## src/rtl/sum_every_n_pkg.sv

```systemverilog
// Shared types and helpers for the sum_every_n streaming reduction stage.
package sum_every_n_pkg;

    typedef enum logic {
        IDLE = 1'b0,
        ACC  = 1'b1
    } state_t;

    // Number of bits needed to hold a count from 0 up to nMax inclusive.
    function automatic int cntWidth(input int nMax);
        return $clog2(nMax + 1);
    endfunction

    // Widens an iw-bit sample held in the low bits of x to 64 bits.
    // When signedMode is set, the sample's sign bit fills the upper bits.
    // Otherwise the upper bits are zero.
    function automatic logic [63:0] extendSample(input logic [63:0] x,
                                                 input int          iw,
                                                 input bit          signedMode);
        logic [63:0] r;
        logic        fill;
        fill = signedMode && x[iw-1];
        for (int b = 0; b < 64; b++) begin
            r[b] = (b < iw) ? x[b] : fill;
        end
        return r;
    endfunction

endpackage

```

## src/rtl/sum_every_n_lane.sv

```systemverilog
// One lane of the reducer: an OW-bit accumulator that can load, add or clear.
// sum_o is the running total including this cycle's sample, so the top can
// capture a completed group in the same cycle as its last sample.
module sum_every_n_lane
    import sum_every_n_pkg::*;
#(
    parameter int IW     = 8,
    parameter int OW     = 12,
    parameter int SIGNED = 0
) (
    input  logic          clk,
    input  logic          rst,
    input  logic [IW-1:0] sample_i,
    input  logic          load_i,
    input  logic          add_i,
    input  logic          clear_i,
    output logic [OW-1:0] sum_o
);

    logic [63:0]   extWide;
    logic [OW-1:0] sampleExt;
    logic          unusedExtBits;
    logic [OW-1:0] acc_q;
    logic [OW-1:0] acc_d;

    assign extWide       = extendSample(64'(sample_i), IW, SIGNED != 0);
    assign sampleExt     = extWide[OW-1:0];
    assign unusedExtBits = ^extWide[63:OW];

    // Running sum: a load starts a fresh group, an add extends the current one.
    // Clear wins so that an emitted group never leaks into the next one.
    always_comb begin
        sum_o = acc_q;
        if (load_i) begin
            sum_o = sampleExt;
        end else if (add_i) begin
            sum_o = acc_q + sampleExt;
        end
        acc_d = clear_i ? '0 : sum_o;
    end

    // Accumulator register with synchronous active-low reset.
    always_ff @(posedge clk) begin
        if (!rst) begin
            acc_q <= '0;
        end else begin
            acc_q <= acc_d;
        end
    end

endmodule

```

## src/rtl/sum_every_n.sv

```systemverilog
// Streaming reducer: sums groups of up to N_MAX valid samples on CH lanes.
// It emits one registered sum per group, one cycle after the closing sample
// or after a flush.
module sum_every_n
    import sum_every_n_pkg::*;
#(
    parameter int IW     = 8,
    parameter int N_MAX  = 8,
    parameter int CH     = 1,
    parameter int SIGNED = 0,
    parameter int OW     = IW + cntWidth(N_MAX)
) (
    input  logic                         clk,
    input  logic                         rst,
    input  logic [cntWidth(N_MAX)-1:0]   i_len,
    input  logic                         i_dval,
    input  logic [CH*IW-1:0]             i,
    input  logic                         i_flush,
    output logic                         o_dval,
    output logic [CH*OW-1:0]             o,
    output logic [cntWidth(N_MAX)-1:0]   o_cnt
);

    localparam int            CW     = cntWidth(N_MAX);
    localparam logic [CW-1:0] NMAX_C = CW'(N_MAX);

    state_t          state_q;
    state_t          state_d;
    logic [CW-1:0]   cnt_q;
    logic [CW-1:0]   cnt_d;
    logic [CW-1:0]   len_q;
    logic [CW-1:0]   len_d;
    logic [CW-1:0]   effLen;
    logic [CW-1:0]   lenNow;
    logic [CW-1:0]   cntNew;
    logic            complete;
    logic            emit;
    logic            loadLane;
    logic            addLane;
    logic            clearLane;
    logic [CH*OW-1:0] laneSum;
    logic            oDval_q;
    logic [CH*OW-1:0] o_q;
    logic [CW-1:0]   oCnt_q;

    // A zero or out-of-range length means a full N_MAX group.
    assign effLen   = (i_len == '0 || i_len > NMAX_C) ? NMAX_C : i_len;
    assign lenNow   = (state_q == IDLE) ? effLen : len_q;
    assign cntNew   = !i_dval ? cnt_q : ((state_q == IDLE) ? CW'(1) : cnt_q + CW'(1));
    assign complete = i_dval && (cntNew == lenNow);

    // State, sample counter and latched group length.
    always_ff @(posedge clk) begin
        if (!rst) begin
            state_q <= IDLE;
            cnt_q   <= '0;
            len_q   <= '0;
        end else begin
            state_q <= state_d;
            cnt_q   <= cnt_d;
            len_q   <= len_d;
        end
    end

    // An emit always returns to IDLE. Otherwise a valid sample opens or extends a group.
    always_comb begin
        state_d = state_q;
        cnt_d   = cnt_q;
        len_d   = len_q;
        if (emit) begin
            state_d = IDLE;
            cnt_d   = '0;
        end else if (i_dval) begin
            state_d = ACC;
            cnt_d   = cntNew;
            if (state_q == IDLE) begin
                len_d = effLen;
            end
        end
    end

    // Emit and lane controls. A flush that coincides with completion still gives a single emit.
    always_comb begin
        emit      = complete || (i_flush && (i_dval || state_q == ACC));
        loadLane  = i_dval && (state_q == IDLE);
        addLane   = i_dval && (state_q == ACC);
        clearLane = emit;
    end

    for (genvar k = 0; k < CH; k++) begin : gLane
        sum_every_n_lane #(
            .IW     (IW),
            .OW     (OW),
            .SIGNED (SIGNED)
        ) uLane (
            .clk      (clk),
            .rst      (rst),
            .sample_i (i[k*IW +: IW]),
            .load_i   (loadLane),
            .add_i    (addLane),
            .clear_i  (clearLane),
            .sum_o    (laneSum[k*OW +: OW])
        );
    end

    // Output registers: o and o_cnt hold until the next emit, and o_dval is a one-cycle pulse.
    always_ff @(posedge clk) begin
        if (!rst) begin
            oDval_q <= 1'b0;
            o_q     <= '0;
            oCnt_q  <= '0;
        end else begin
            oDval_q <= emit;
            if (emit) begin
                o_q    <= laneSum;
                oCnt_q <= cntNew;
            end
        end
    end

    assign o_dval = oDval_q;
    assign o      = o_q;
    assign o_cnt  = oCnt_q;

endmodule

```

## config.mk

```make
export PLATFORM = sky130hd
export DESIGN_NAME = sum_every_n
export DESIGN_NICKNAME = d
export VERILOG_FILES = /design/src/rtl/sum_every_n_pkg.sv /design/src/rtl/sum_every_n_lane.sv /design/src/rtl/sum_every_n.sv
export SDC_FILE = /design/constraint.sdc
export NUM_CORES = 1
export LEC_CHECK = 0
export CORE_MARGIN = 1.5
export CORE_UTILIZATION = 30
export DETAILED_ROUTE_END_ITERATION = 7
export GPL_ROUTABILITY_DRIVEN = 1
export RECOVER_POWER = 25
export SYNTH_ARGS = -nofsm -noshare
export SYNTH_HDL_FRONTEND = slang
export SYNTH_SLANG_ARGS = --single-unit
export TNS_END_PERCENT = 20
```

## constraint.sdc

```tcl
create_clock -name clk -period 1.9 [get_ports clk]
set_input_delay 0.19 -clock clk [delete_from_list [all_inputs] [get_ports clk]]
set_output_delay 0.19 -clock clk [all_outputs]
set_load 0.02 [all_outputs]
```

-- After elaboration in Yosys (flattened, before gate mapping)
Cells that the tools add are included.
- $lt $le $gt $ge: 1
- $add $sub $neg: 2
- bitwise logic cells: 3
- multiplexer cells: 6
- reduce and logical (&&, ||, !) cells: 10
- eq/ne operators: 1
- operators with widths (cell ; count):
    $mux W12 ; 2
    $mux W4 ; 4
    $add A12 B8 Y12 ; 1
    $add A4 B1 Y4 const B ; 1
    $eq A4 B4 Y1 ; 1
    $gt A4 B4 Y1 const B ; 1
    $logic_and A1 B1 Y1 ; 4
    $logic_not A4 Y1 ; 1
    $logic_or A1 B1 Y1 ; 3
    $not A1 Y1 ; 3
    $reduce_and A2 Y1 ; 1
    $reduce_or A2 Y1 ; 1
- flip-flop bits (word level): 38
- output and inout bits: 17
- input port bits: 16

-- Longest topological paths before layout
- word-level depth: 9
- mapped depth: 9
- depth with buffers taken out: 9

-- Hierarchy
A second synthesis with hierarchy kept.
- cell total of the unflattened synthesis: 263
- area total of the unflattened synthesis: 2244.7 µm²
- by module, submodules not included (module ; instances ; cells each ; area an instance (µm²) ; seq. area each (µm²)):
    sum_every_n ; 1 ; 139 ; 1231.2 ; 520.5
    sum_every_n_lane ; 1 ; 124 ; 1013.5 ; 240.2

-- Worst setup path after synthesis
No wires, ideal clock.
- path kind: register to register
- from: register gLane[0].uLane.acc_q[0]
- to: register o_q[10], in the netlist o[10]
- arrival: 1.896 ns
- stages on the path, launching flop included: 10
- path slack: -0.121 ns
- period minus slack after synthesis: 2.021 ns
- buffers on the path: 0
- library setup time: 0.125 ns
- path through: dfxtp_1 ha_1 inv_1 fa_1 nor2b_1 o31a_1 o2111ai_1 and3_1 a211oi_1 o2bb2ai_1
- cells in the longest elaborated chain, start to end: 3
- RTL lines (element ; line ; RTL):
    from (decl) ; sum_every_n_lane.sv:23 ; logic [OW-1:0] acc_q;
    from (signal assigned) ; sum_every_n_lane.sv:45 ; acc_q <= '0;
    from (signal assigned) ; sum_every_n_lane.sv:47 ; acc_q <= acc_d;
    $add A12 B8 Y12 ; sum_every_n_lane.sv:37 ; sum_o = acc_q + sampleExt;
    $mux W12 ; sum_every_n_lane.sv:36 ; end else if (add_i) begin
    $mux W12 ; sum_every_n_lane.sv:34 ; if (load_i) begin
    to (signal assigned) ; sum_every_n.sv:115 ; o_q <= laneSum;
    to (decl) ; sum_every_n.sv:43 ; logic [CH*OW-1:0] o_q;
No other way between the ends.
A chain may end at the register's enable or synchronous reset.

-- Final worst setup path
- from: register gLane[0].uLane.acc_q[0]
- to: register o_q[8], in the netlist o[8]
The elaborated chain is that of the path after synthesis.

==> results.txt <==
----------------------------------------------------
[Status]
  Outcome ... finished, violations left
  Failing checks ... design-rule violations, negative setup slack

[STA]
  Minimum hold slack ... 333 ps
  Number of max-slew violations in the final report ... 0
  Max-slew headroom at the worst pin ... 68.5%
  RSZ-0062 raised after global routing ... yes
  Hold violation total from the final report ... 0
  Setup-failing EPs final ... 37
  Final worst path period share ... 111%
  Tightest Pin Transition ... 472 ps
  Post-route minimum period ... 2110 ps
  FMAX ... 475 MHz
  Setup slack after layout ... -207 ps
  Post-route clock skew ... 6.34 ps

[Floorplan]
  Core Rows ... 29
  Overall die width ... 85.6 um
  Initial core utilization ... 31.7%
  Count of boundary I/O pins ... 33
  Placeable core region ... 6460 um2
  Die footprint ... 7330 um2
  Die outline height ... 85.6 um

[Drt]
  Mean number of vias per cell ... 5.04
  Routed WL per cell ... 14.3 um
  Aggregate routed wire length ... 5540 um
  Number of DRC markers after the initial detailed-route iteration ... 119
  Number of vias in the routed layout ... 1949
  Number of iterations in the first detailed-routing pass ... 6
  Post-route ant nets ... 0
  # DRC ... 2

[Global routing]
  Overall global routing resource usage ... 15.1%
  Fraction of met2 tracks used by global routing ... 23.6%
  Vias in the first global route ... 1880
  Antenna violations before repair ... 0
  Routing usage on met3 ... 3.27%
  Wire length of the first global-routing pass ... 8780 um
  Largest net degree at the start of global routing ... 19
  Global route total overflow ... 0
  GRT met1 Usage ... 20.7%
  Most used routing layer in global routing ... met2

[Power and ir drop]
  Clock network power share ... 34.1%
  Part of the total power dissipated in combinational logic ... 24.5%
  Maximum ir drop on the vdd rail ... 385 uV
  Leak Pwr ... 1.24 nW
  Switching power as a share of total power ... 28.4%
  Power Dens Cells ... 650 nW/um2
  Total internal power ... 0.00148 W
  Sequential share of power ... 41.3%
  Net switching power of the design ... 0.000587 W

[Clock tree]
  Clock tree root driver cell ... clkbuf_8
  Clock input transition at the sequential cells of the worst setup and hold paths ... 80 ps
  Hold-fix buffers at CTS ... 0
  # H-tree levels ... 2
  Number of buffers added by the clock tree synthesis step ... 5
  Number of buffers between clock root and the deepest sink ... 2
  Clock tree from TritonCTS ... yes
  Source-to-sink clock delay at the later pin of the worst-skew pair ... 300 ps
  Number of clock sinks ... 38

[Setup path]
  Critical path class ... register to register
  Critical path startpoint category ... register
  Worst Setup End Kind ... register
  WP data required ... 2090 ps
  Data arrival time of the critical path ... 2300 ps
  Worst-path fanout max ... 3

[Finish]
  Layout cells sized above 1 ... 35.8%
  Count of filler cells inserted in the layout ... 613
  Count of antenna diodes in the layout ... 0
  Net count, final ... 335
  Final std cell area, no fill ... 3180 um2
  Area Overhead vs Synth ... 55.2%

[Flow run]
  Max-capacitance violation count ... 0

[Synth]
  Synthesized netlist net count ... 255
  Share of the yosys chip area belonging to registers ... 37.1%
  Leading register cell type out of synthesis ... dfxtp_1
  Warnings, synthesis ... 0
  Synthesized cell area ... 2050 um2
  Ys async rst share ... 0%
  Post-Synthesis Cells ... 229
  Unique cell type count in the Yosys netlist ... 52
  Seq cells post-synth ... 38
  Post-Synthesis Mean Instance Area ... 8.94 um2
  Count of flip-flops with a built-in enable after synthesis ... 0

[Placement]
  Post-placement cell area ... 2710 um2
  Post-detail-place hpwl ... 3750 um
  RD Place Congestion ... 0.891
  Number of buffers inserted by port buffering ... 32

[Hold path]
  Min-Delay Path Class ... primary input to register

----------------------------------------------------
## power groups by stage
| stage | combinational, W | clock (W) | sequential (W) |
|---|---|---|---|
| global placement | 0.000415 | 0 | 0.000869 |
| finish | 0.000507 | 0.000705 | 0.000854 |
| CTS | 0.000465 | 0.000723 | 0.000853 |
| detailed placement | 0.000420 | 0 | 0.000870 |
| floorplan | 0.000236 | 0 | 0.000881 |
| global route | 0.000549 | 0.000764 | 0.000858 |
## flip-flops by register name, indices dropped and copies added, names as in the netlist
name,count
gLane.uLane.acc_q,12
o,12
cnt_q,4
len_q,4
o_cnt,4
o_dval,1
state_q,1
## cell usage in the layout (no fill, tap or decap), types with 6 or more instances in the layout
cell / count
a21oi_1: 10
nand3_1: 6
buf_4: 40
nand2_1: 8
o2bb2ai_1: 9
clkdlybuf4s50_1: 25
nor2_1: 26
buf_6: 10
o21ai_0: 10
dfxtp_1: 32
inv_1: 10
## synthesized netlist by cell type, types with 2 or more instances
master / n / area, um2
nor2b_1: 3 / 18.8
o221ai_1: 2 / 17.5
xnor2_1: 3 / 26.3
a21oi_1: 13 / 65.1
clkbuf_1: 4 / 15.0
dfxtp_1: 38 / 761
a22oi_1: 3 / 22.5
nand2b_1: 4 / 25.0
or3_1: 7 / 43.8
nand2_1: 8 / 30.0
inv_1: 11 / 41.3
nand3_1: 6 / 30.0
nor2_1: 27 / 101
a211oi_1: 4 / 30.0
o21a_1: 2 / 15.0
nor3_1: 6 / 30.0
xor2_1: 2 / 17.5
o22ai_1: 3 / 18.8
o21ai_0: 16 / 80.1
and3_1: 3 / 18.8
buf_6: 4 / 45.0
o2bb2ai_1: 11 / 96.3
a22o_1: 4 / 35.0
o21bai_1: 2 / 15.0
mux2i_1: 4 / 40.0
and2_1: 3 / 18.8
a31oi_1: 2 / 12.5
ha_1: 9 / 113
mux2_2: 2 / 22.5
## per-stage QoR
stage	TNS, ps	instances	power (W)	worst slack [ps]	utilization, %
after floorplan	-677	229	0.00112	-75.5	-
after global placement	-19190	369	0.00128	-633	42.0
after detailed placement	-20220	369	0.00129	-667	42.0
after CTS	-3030	384	0.00204	-161	46.8
after global routing	-6170	387	0.00217	-292	49.2
final	-3350	387	0.00207	-207	49.2
## routing by layer
metal	share of wire (%)	up-vias
met5	0	-
met2	44	48
met1	49	894
met4	1.8	0
li1	-	999
met3	4.8	8
## what timing repair did
action / in CTS / in global routing
setup endpoints to repair: 38 / 38
pin swaps: 31 / 16
gates cloned: 0 / 1
gates resized for setup: 42 / 31
setup buffers: 7 / 2
## kinds of logic (layout without fill, tap and decap cells)
logic type / count (synthesis) / in the layout / synth area share, %
buffers and inverters: 22 / 103 / 6.35
AND/OR/NAND/NOR: 73 / 73 / 18.6
multiplexers: 6 / 6 / 3.05
XOR/XNOR: 5 / 5 / 2.14
flip-flops: 38 / 38 / 37.1
AO/OA/AOI/OAI: 75 / 75 / 26.2
adder cells (fa/ha/maj): 10 / 10 / 6.48
## layout make-up
type,instances,area [um2],area share (%)
inverters,12,45.0,1.42
clock buffers,6,72.6,2.28
repair buffers,83,756,23.8
flip-flops and latches,38,776,24.4
clock inverters,2,37.5,1.18
well taps,77,96.3,3.03
multi-input cells,169,1400,43.9
## worst paths after layout
| path | from | endpoint | slack (ps) | depth (start not counted) |
|---|---|---|---|---|
| min reg2reg | o_cnt[0] | o_cnt[0] | 450 | 2 |
| max | gLane[0].uLane.acc_q[0] | o[8] | -210 | 10 |
| max reg2reg | gLane[0].uLane.acc_q[0] | o[8] | -210 | 10 |
| min | i_len[0] | len_q[0] | 330 | 4 |
## critical path: stages, from the launching register on
cell       delay (ps)
dfxtp_2           360
ha_4              140
inv_2              40
fa_2              360
nor2b_2           160
o31a_1            200
buf_6             140
o21ai_2            60
mux2_4            320
a22oi_2           140
o2bb2ai_1          80
Note: power is estimated with default switching activity, not from simulation.
